File: src/rtl/cfg_loader_pkg.sv
// Shared definitions for the serial configuration SRAM loader:
// FSM state encoding, default frame-start pattern and a width helper.
package cfg_loader_pkg;

    typedef enum logic [2:0] {
        ST_IDLE,
        ST_SYNC,
        ST_LOAD,
        ST_PARITY,
        ST_COMMIT,
        ST_ERROR
    } state_e;

    localparam logic [7:0] DEFAULT_SYNC_WORD = 8'hB5;

    // Smallest r with 2**r >= v; usable in constant expressions.
    function automatic int clog2(input int v);
        int r;
        r = 0;
        while ((1 << r) < v) r++;
        return r;
    endfunction

endpackage

File: src/rtl/cfg_shift_reg.sv
// Serial-in, parallel-out shift register with clear and shift enable.
// New bits enter at the LSB, so the oldest bit ends up at the MSB.
module cfg_shift_reg #(
    parameter int WIDTH = 8
) (
    input  logic             clk,
    input  logic             reset,
    input  logic             clr,
    input  logic             en,
    input  logic             din,
    output logic [WIDTH-1:0] q
);

    always_ff @(posedge clk) begin
        if (reset || clr) begin
            q <= '0;
        end else if (en) begin
            q <= {q[WIDTH-2:0], din};
        end
    end

endmodule

File: src/rtl/config_sram_loader.sv
// Framed bit-serial loader for transmission-gate SRAM bits; the payload is
// parity-checked in a shadow register and committed to sram_out in one edge.
//
// state  | meaning
// IDLE   | waiting for cfg_start, sram_out holds last good configuration
// SYNC   | hunting for the frame-start pattern, bounded by SYNC_TIMEOUT
// LOAD   | shifting NUM_BITS payload bits into the shadow register
// PARITY | taking the even-parity bit
// COMMIT | shadow copied to sram_out, cfg_done set
// ERROR  | cfg_error set, sram_out untouched
module config_sram_loader
    import cfg_loader_pkg::*;
#(
    parameter int         NUM_BITS     = 64,
    parameter logic [7:0] SYNC_WORD    = DEFAULT_SYNC_WORD,
    parameter int         SYNC_TIMEOUT = 256
) (
    input  logic                clk,
    input  logic                reset,
    input  logic                cfg_start,
    input  logic                cfg_valid,
    input  logic                cfg_data,
    output logic                cfg_ready,
    output logic [NUM_BITS-1:0] sram_out,
    output logic                cfg_done,
    output logic                cfg_error
);

    localparam int CNT_MAX = (NUM_BITS > SYNC_TIMEOUT) ? NUM_BITS : SYNC_TIMEOUT;
    localparam int CW      = clog2(CNT_MAX + 1);

    state_e              state_q, state_d;
    logic [CW-1:0]       cnt_q, cnt_d, cnt_inc;
    logic                par_q, par_d;
    logic                frame_clr, sync_en, shadow_en, commit, fail, xfer;
    logic [6:0]          sync_q;
    logic [NUM_BITS-1:0] shadow_q;

    assign cfg_ready = (state_q == ST_SYNC) || (state_q == ST_LOAD) || (state_q == ST_PARITY);
    assign xfer      = cfg_valid && cfg_ready;
    assign cnt_inc   = cnt_q + CW'(1);

    // Only the seven most recent bits are stored; the eighth is the live input.
    cfg_shift_reg #(.WIDTH(7)) u_sync (
        .clk(clk), .reset(reset), .clr(frame_clr), .en(sync_en), .din(cfg_data), .q(sync_q)
    );

    cfg_shift_reg #(.WIDTH(NUM_BITS)) u_shadow (
        .clk(clk), .reset(reset), .clr(frame_clr), .en(shadow_en), .din(cfg_data), .q(shadow_q)
    );

    always_ff @(posedge clk) begin
        if (reset) begin
            state_q   <= ST_IDLE;
            cnt_q     <= '0;
            par_q     <= 1'b0;
            sram_out  <= '1;
            cfg_done  <= 1'b0;
            cfg_error <= 1'b0;
        end else begin
            state_q <= state_d;
            cnt_q   <= cnt_d;
            par_q   <= par_d;
            if (frame_clr) begin
                cfg_done  <= 1'b0;
                cfg_error <= 1'b0;
            end
            if (commit) begin
                sram_out <= shadow_q;
                cfg_done <= 1'b1;
            end
            if (fail) begin
                cfg_error <= 1'b1;
            end
        end
    end

    always_comb begin
        state_d   = state_q;
        cnt_d     = cnt_q;
        par_d     = par_q;
        frame_clr = 1'b0;
        sync_en   = 1'b0;
        shadow_en = 1'b0;
        commit    = 1'b0;
        fail      = 1'b0;

        // A start pulse outranks any transfer while a frame is in flight.
        if (cfg_start && (state_q == ST_IDLE || cfg_ready)) begin
            state_d   = ST_SYNC;
            cnt_d     = '0;
            par_d     = 1'b0;
            frame_clr = 1'b1;
        end else begin
            case (state_q)
                ST_SYNC: begin
                    if (xfer) begin
                        sync_en = 1'b1;
                        if ({sync_q, cfg_data} == SYNC_WORD) begin
                            state_d = ST_LOAD;
                            cnt_d   = '0;
                        end else begin
                            cnt_d = cnt_inc;
                            if (cnt_inc == CW'(SYNC_TIMEOUT)) state_d = ST_ERROR;
                        end
                    end
                end
                ST_LOAD: begin
                    if (xfer) begin
                        shadow_en = 1'b1;
                        par_d     = par_q ^ cfg_data;
                        cnt_d     = cnt_inc;
                        if (cnt_inc == CW'(NUM_BITS)) state_d = ST_PARITY;
                    end
                end
                ST_PARITY: begin
                    if (xfer) state_d = (par_q ^ cfg_data) ? ST_ERROR : ST_COMMIT;
                end
                ST_COMMIT: begin
                    commit  = 1'b1;
                    state_d = ST_IDLE;
                end
                ST_ERROR: begin
                    fail    = 1'b1;
                    state_d = ST_IDLE;
                end
                default: state_d = ST_IDLE;
            endcase
        end
    end

endmodule

File: config.mk
export PLATFORM = sky130hd
export DESIGN_NAME = config_sram_loader
export DESIGN_NICKNAME = d
export VERILOG_FILES = /design/src/rtl/cfg_loader_pkg.sv /design/src/rtl/cfg_shift_reg.sv /design/src/rtl/config_sram_loader.sv
export SDC_FILE = /design/constraint.sdc
export NUM_CORES = 1
export LEC_CHECK = 0
export CORE_ASPECT_RATIO = 1.25
export CORE_MARGIN = 3
export CORE_UTILIZATION = 30
export CTS_CLUSTER_DIAMETER = 150
export DETAILED_ROUTE_END_ITERATION = 12
export SYNTH_ARGS = -nofsm -noshare
export SYNTH_HDL_FRONTEND = slang
export SYNTH_HIERARCHICAL = 1
export SYNTH_SLANG_ARGS = --single-unit
File: constraint.sdc
create_clock -name clk -period 2.78 [get_ports clk]
set_clock_uncertainty 0.05 [all_clocks]
set_input_delay 0.556 -clock clk [delete_from_list [all_inputs] [get_ports clk]]
set_output_delay 0.556 -clock clk [all_outputs]
set_load 0.05 [all_outputs]
==> flow_metrics.py <==
metrics = {
    "cts": {
        "ctsHoldBuffers": 0,
        "htreeDepth": 4,
        "cts_made_buffers": 17,
        "clock_sinks": 150,
        "postCtsSetupRepairBufs": 0,
        "cts_tree": "yes",
        "clock_latency_ns": 0.41,
        "clk_path_buf_depth": 2,
        "cts_resized": 0,
        "cts_root_buffer": "clkbuf_16",
        "path_clk_slew_ns": 0.06,
    },
    "cells_and_area": {
        "multiInputGateArea_um2": 2577,
        "seq_area_um2": 3003,
        "area_delta_synth_final_pct": 23.88,
        "n_antenna_cell": 0,
        "drive_gt1_frac": 0.08764,
        "nFillCells": 1864,
        "fin_nets": 633,
    },
    "sta": {
        "tightestPinTransition_ns": 0.6393,
        "setup_viol": 0,
        "slew_headroom": 0.5709,
        "min_period_ns": 2.485,
        "fin_ws_ns": 0.2948,
        "fin_crit_sh": 0.8940,
        "fin_tns_setup_ns": 0,
        "fmax_mhz": 402.4,
        "slew_violations": 0,
        "rsz0062_at_grt": "no",
        "final_hold_viol_count": 0,
    },
    "synth": {
        "synth_seq_area_share": 0.5122,
        "synth_area_per_cell_um2": 10.38,
        "synthArstFlopShare": 0,
        "syn_inst": 565,
        "synth-seq-cells": 150,
        "synth_edf_count": 0,
        "synthFlopType": "dfxtp_1",
        "syn_nets": 572,
        "synth_area_um2": 5863,
        "ys_warn_count": 6,
        "yosysUniqueCellTypes": 50,
    },
    "routing": {
        "drtIter0Drc": 178,
        "wl_per_cell_um": 12.94,
        "drt_first_pass_iters": 4,
        "dr_total_vias": 4111,
        "ant_nets": 0,
        "viasPerCell": 4.568,
        "route.detailed.drc": 0,
        "routed_wl_mm": 11.64,
    },
    "flow_run": {
        "maxCapViolCount": 0,
    },
    "status": {
        "status": "finished clean",
    },
    "placement": {
        "place_congestion": 0.8291,
        "dp_hpwl_mm": 7.527,
        "numPortBuffers": 71,
        "dp_worst_setup_slack_ns": 0.1619,
    },
    "grt": {
        "met2_usage": 0.1837,
        "grt_first_pass_wirelength_mm": 19.75,
        "antenna_found_initial": 0,
        "grt_pass1_vias": 4094,
        "busiest_layer": "met2",
        "use_met3": 0.03980,
        "grt_max_degree": 130,
        "grt_use_total": 0.1141,
        "grt_use_met1": 0.1419,
        "grt-ovfl-total": 0,
    },
    "critical_path": {
        "startpoint_type": "flop",
        "critPathKind": "flop to primary output",
        "r2r_cells": 7,
        "cp-end-kind": "primary output",
        "crit_fanout": 9,
        "crit_arrival_ns": 1.88,
        "cp.required_ns": 2.17,
    },
    "die": {
        "ios": 72,
        "die-area_um2": 21270,
        "fp.dieW_um": 131.0,
        "rows": 56,
        "core_area_um2": 18990,
        "start_util": 0.3088,
        "die_height_um": 162.3,
    },
    "worst_hold_path": {
        "hold_path.class": "flop to flop",
        "min_path_cells": 2,
    },
    "power_and_ir_drop": {
        "max-vdd-ir-drop_mv": 0.3587,
        "power.density_nw_per_um2": 607.8,
        "leakagePower_nw": 2.306,
    },
}
[final cells by class]
class	count	share of cell area
multi-input combinational	372	0.3549
tap	261	0.04496
clock inverter	12	0.01120
timing repair buffer	83	0.1130
inverter	2	0.001034
sequential	150	0.4134
clock buffer	20	0.06150
[path summary, 6_finish.rpt]
| kind | endpoint | from | slack [ns] |
|---|---|---|---|
| setup / recovery | cfg_ready | state_q[0] | 0.29 |
| hold / removal | cfg_error | cfg_error | 0.42 |
| setup reg to reg | state_q[0] | cnt_q[0] | 0.33 |
| hold reg to reg | cfg_error | cfg_error | 0.42 |
[metal layers]
metal | vias up | share of wire
met1 | 1948 | 0.46
met2 | 68 | 0.47
li1 | 2083 | -
met4 | 0 | 0.012
met5 | - | 0
met3 | 12 | 0.050
[state kept, by name, summed over array words and instances, names as in the netlist]
name,cells
cfg_error,1
u_shadow/q,64
cfg_done,1
sram_out,64
state_q,3
u_sync/q,7
par_q,1
cnt_q,9
[stage by stage]
stage | hold WS, ns | utilization | total power [mW] | instance area, um2 | std cells
detailed placement | 0.4119 | 0.3547 | 2.439 | 6735 | 868
global placement | 0.4107 | 0.3547 | 2.435 | 6735 | 868
CTS | 0.4251 | 0.3825 | 4.497 | 7263 | 900
global route | 0.4537 | 0.3825 | 4.599 | 7263 | 900
finish | 0.4217 | 0.3825 | 4.414 | 7263 | 900
floorplan | 0.3847 | - | 2.380 | 5863 | 565
[kinds of logic (layout without fill, tap and decap cells)]
group / after synthesis / in the layout / share of synthesized area
AOI/OAI and AO/OA: 95 / 95 / 0.1308
adders and majority gates: 2 / 2 / 0.004267
xor gates and xnor gates: 5 / 5 / 0.007470
and+or+nand+nor: 198 / 198 / 0.1718
buffers and inverters: 43 / 117 / 0.05036
muxes: 72 / 72 / 0.1231
DFF: 150 / 150 / 0.5122
[worst max-delay path: stages (launching register included)]
cell and delay (ns):
dfxtp_1 0.48, nor2_1 0.09, nor2_1 0.09, clkdlybuf4s50_1 0.81
[synthesized netlist by cell type (2+ instances only)]
library cell,n,area (um2)
a211o_1,64,560.5
nor3_1,5,25.02
buf_6,8,90.09
inv_1,2,7.510
nand3b_1,3,22.52
clkbuf_1,18,67.56
a21o_1,2,15.01
buf_2,4,20.02
nor2_1,98,367.9
nor3b_1,4,30.03
ha_1,2,25.02
nor2b_1,65,406.6
o21ai_0,5,25.02
buf_8,6,90.09
a31oi_1,2,12.51
dfxtp_1,150,3003
xor2_1,2,17.52
xnor2_1,3,26.28
nand2_1,6,22.52
mux2i_1,71,710.7
buf_1,4,15.01
o21ai_1,2,10.01
a21oi_1,10,50.05
nand3_1,3,15.01
[power breakdown]
group / total [mW] / internal (mW) / leakage (nW) / switching (mW)
Combinational: 0.215 / 0.0771 / 0.843 / 0.138
Sequential: 2.18 / 2.16 / 1.21 / 0.0111
Clock: 2.02 / 1.16 / 0.252 / 0.865
[placed cells by master (no fill, tap or decap), drive strengths merged, types with 3 or more instances in the layout]
master	count
clkdlybuf4s50	70
nor2	98
nand2	6
mux2i	71
a21oi	11
clkinvlp	4
buf	13
dfxtp	150
nand3b	3
nor2b	65
o21ai	7
clkinv	7
nor3b	4
or2	3
nand3	4
inv	3
xnor2	3
a211o	64
nor3	6
clkbuf	20
Note: power is estimated with default switching activity, not from simulation.
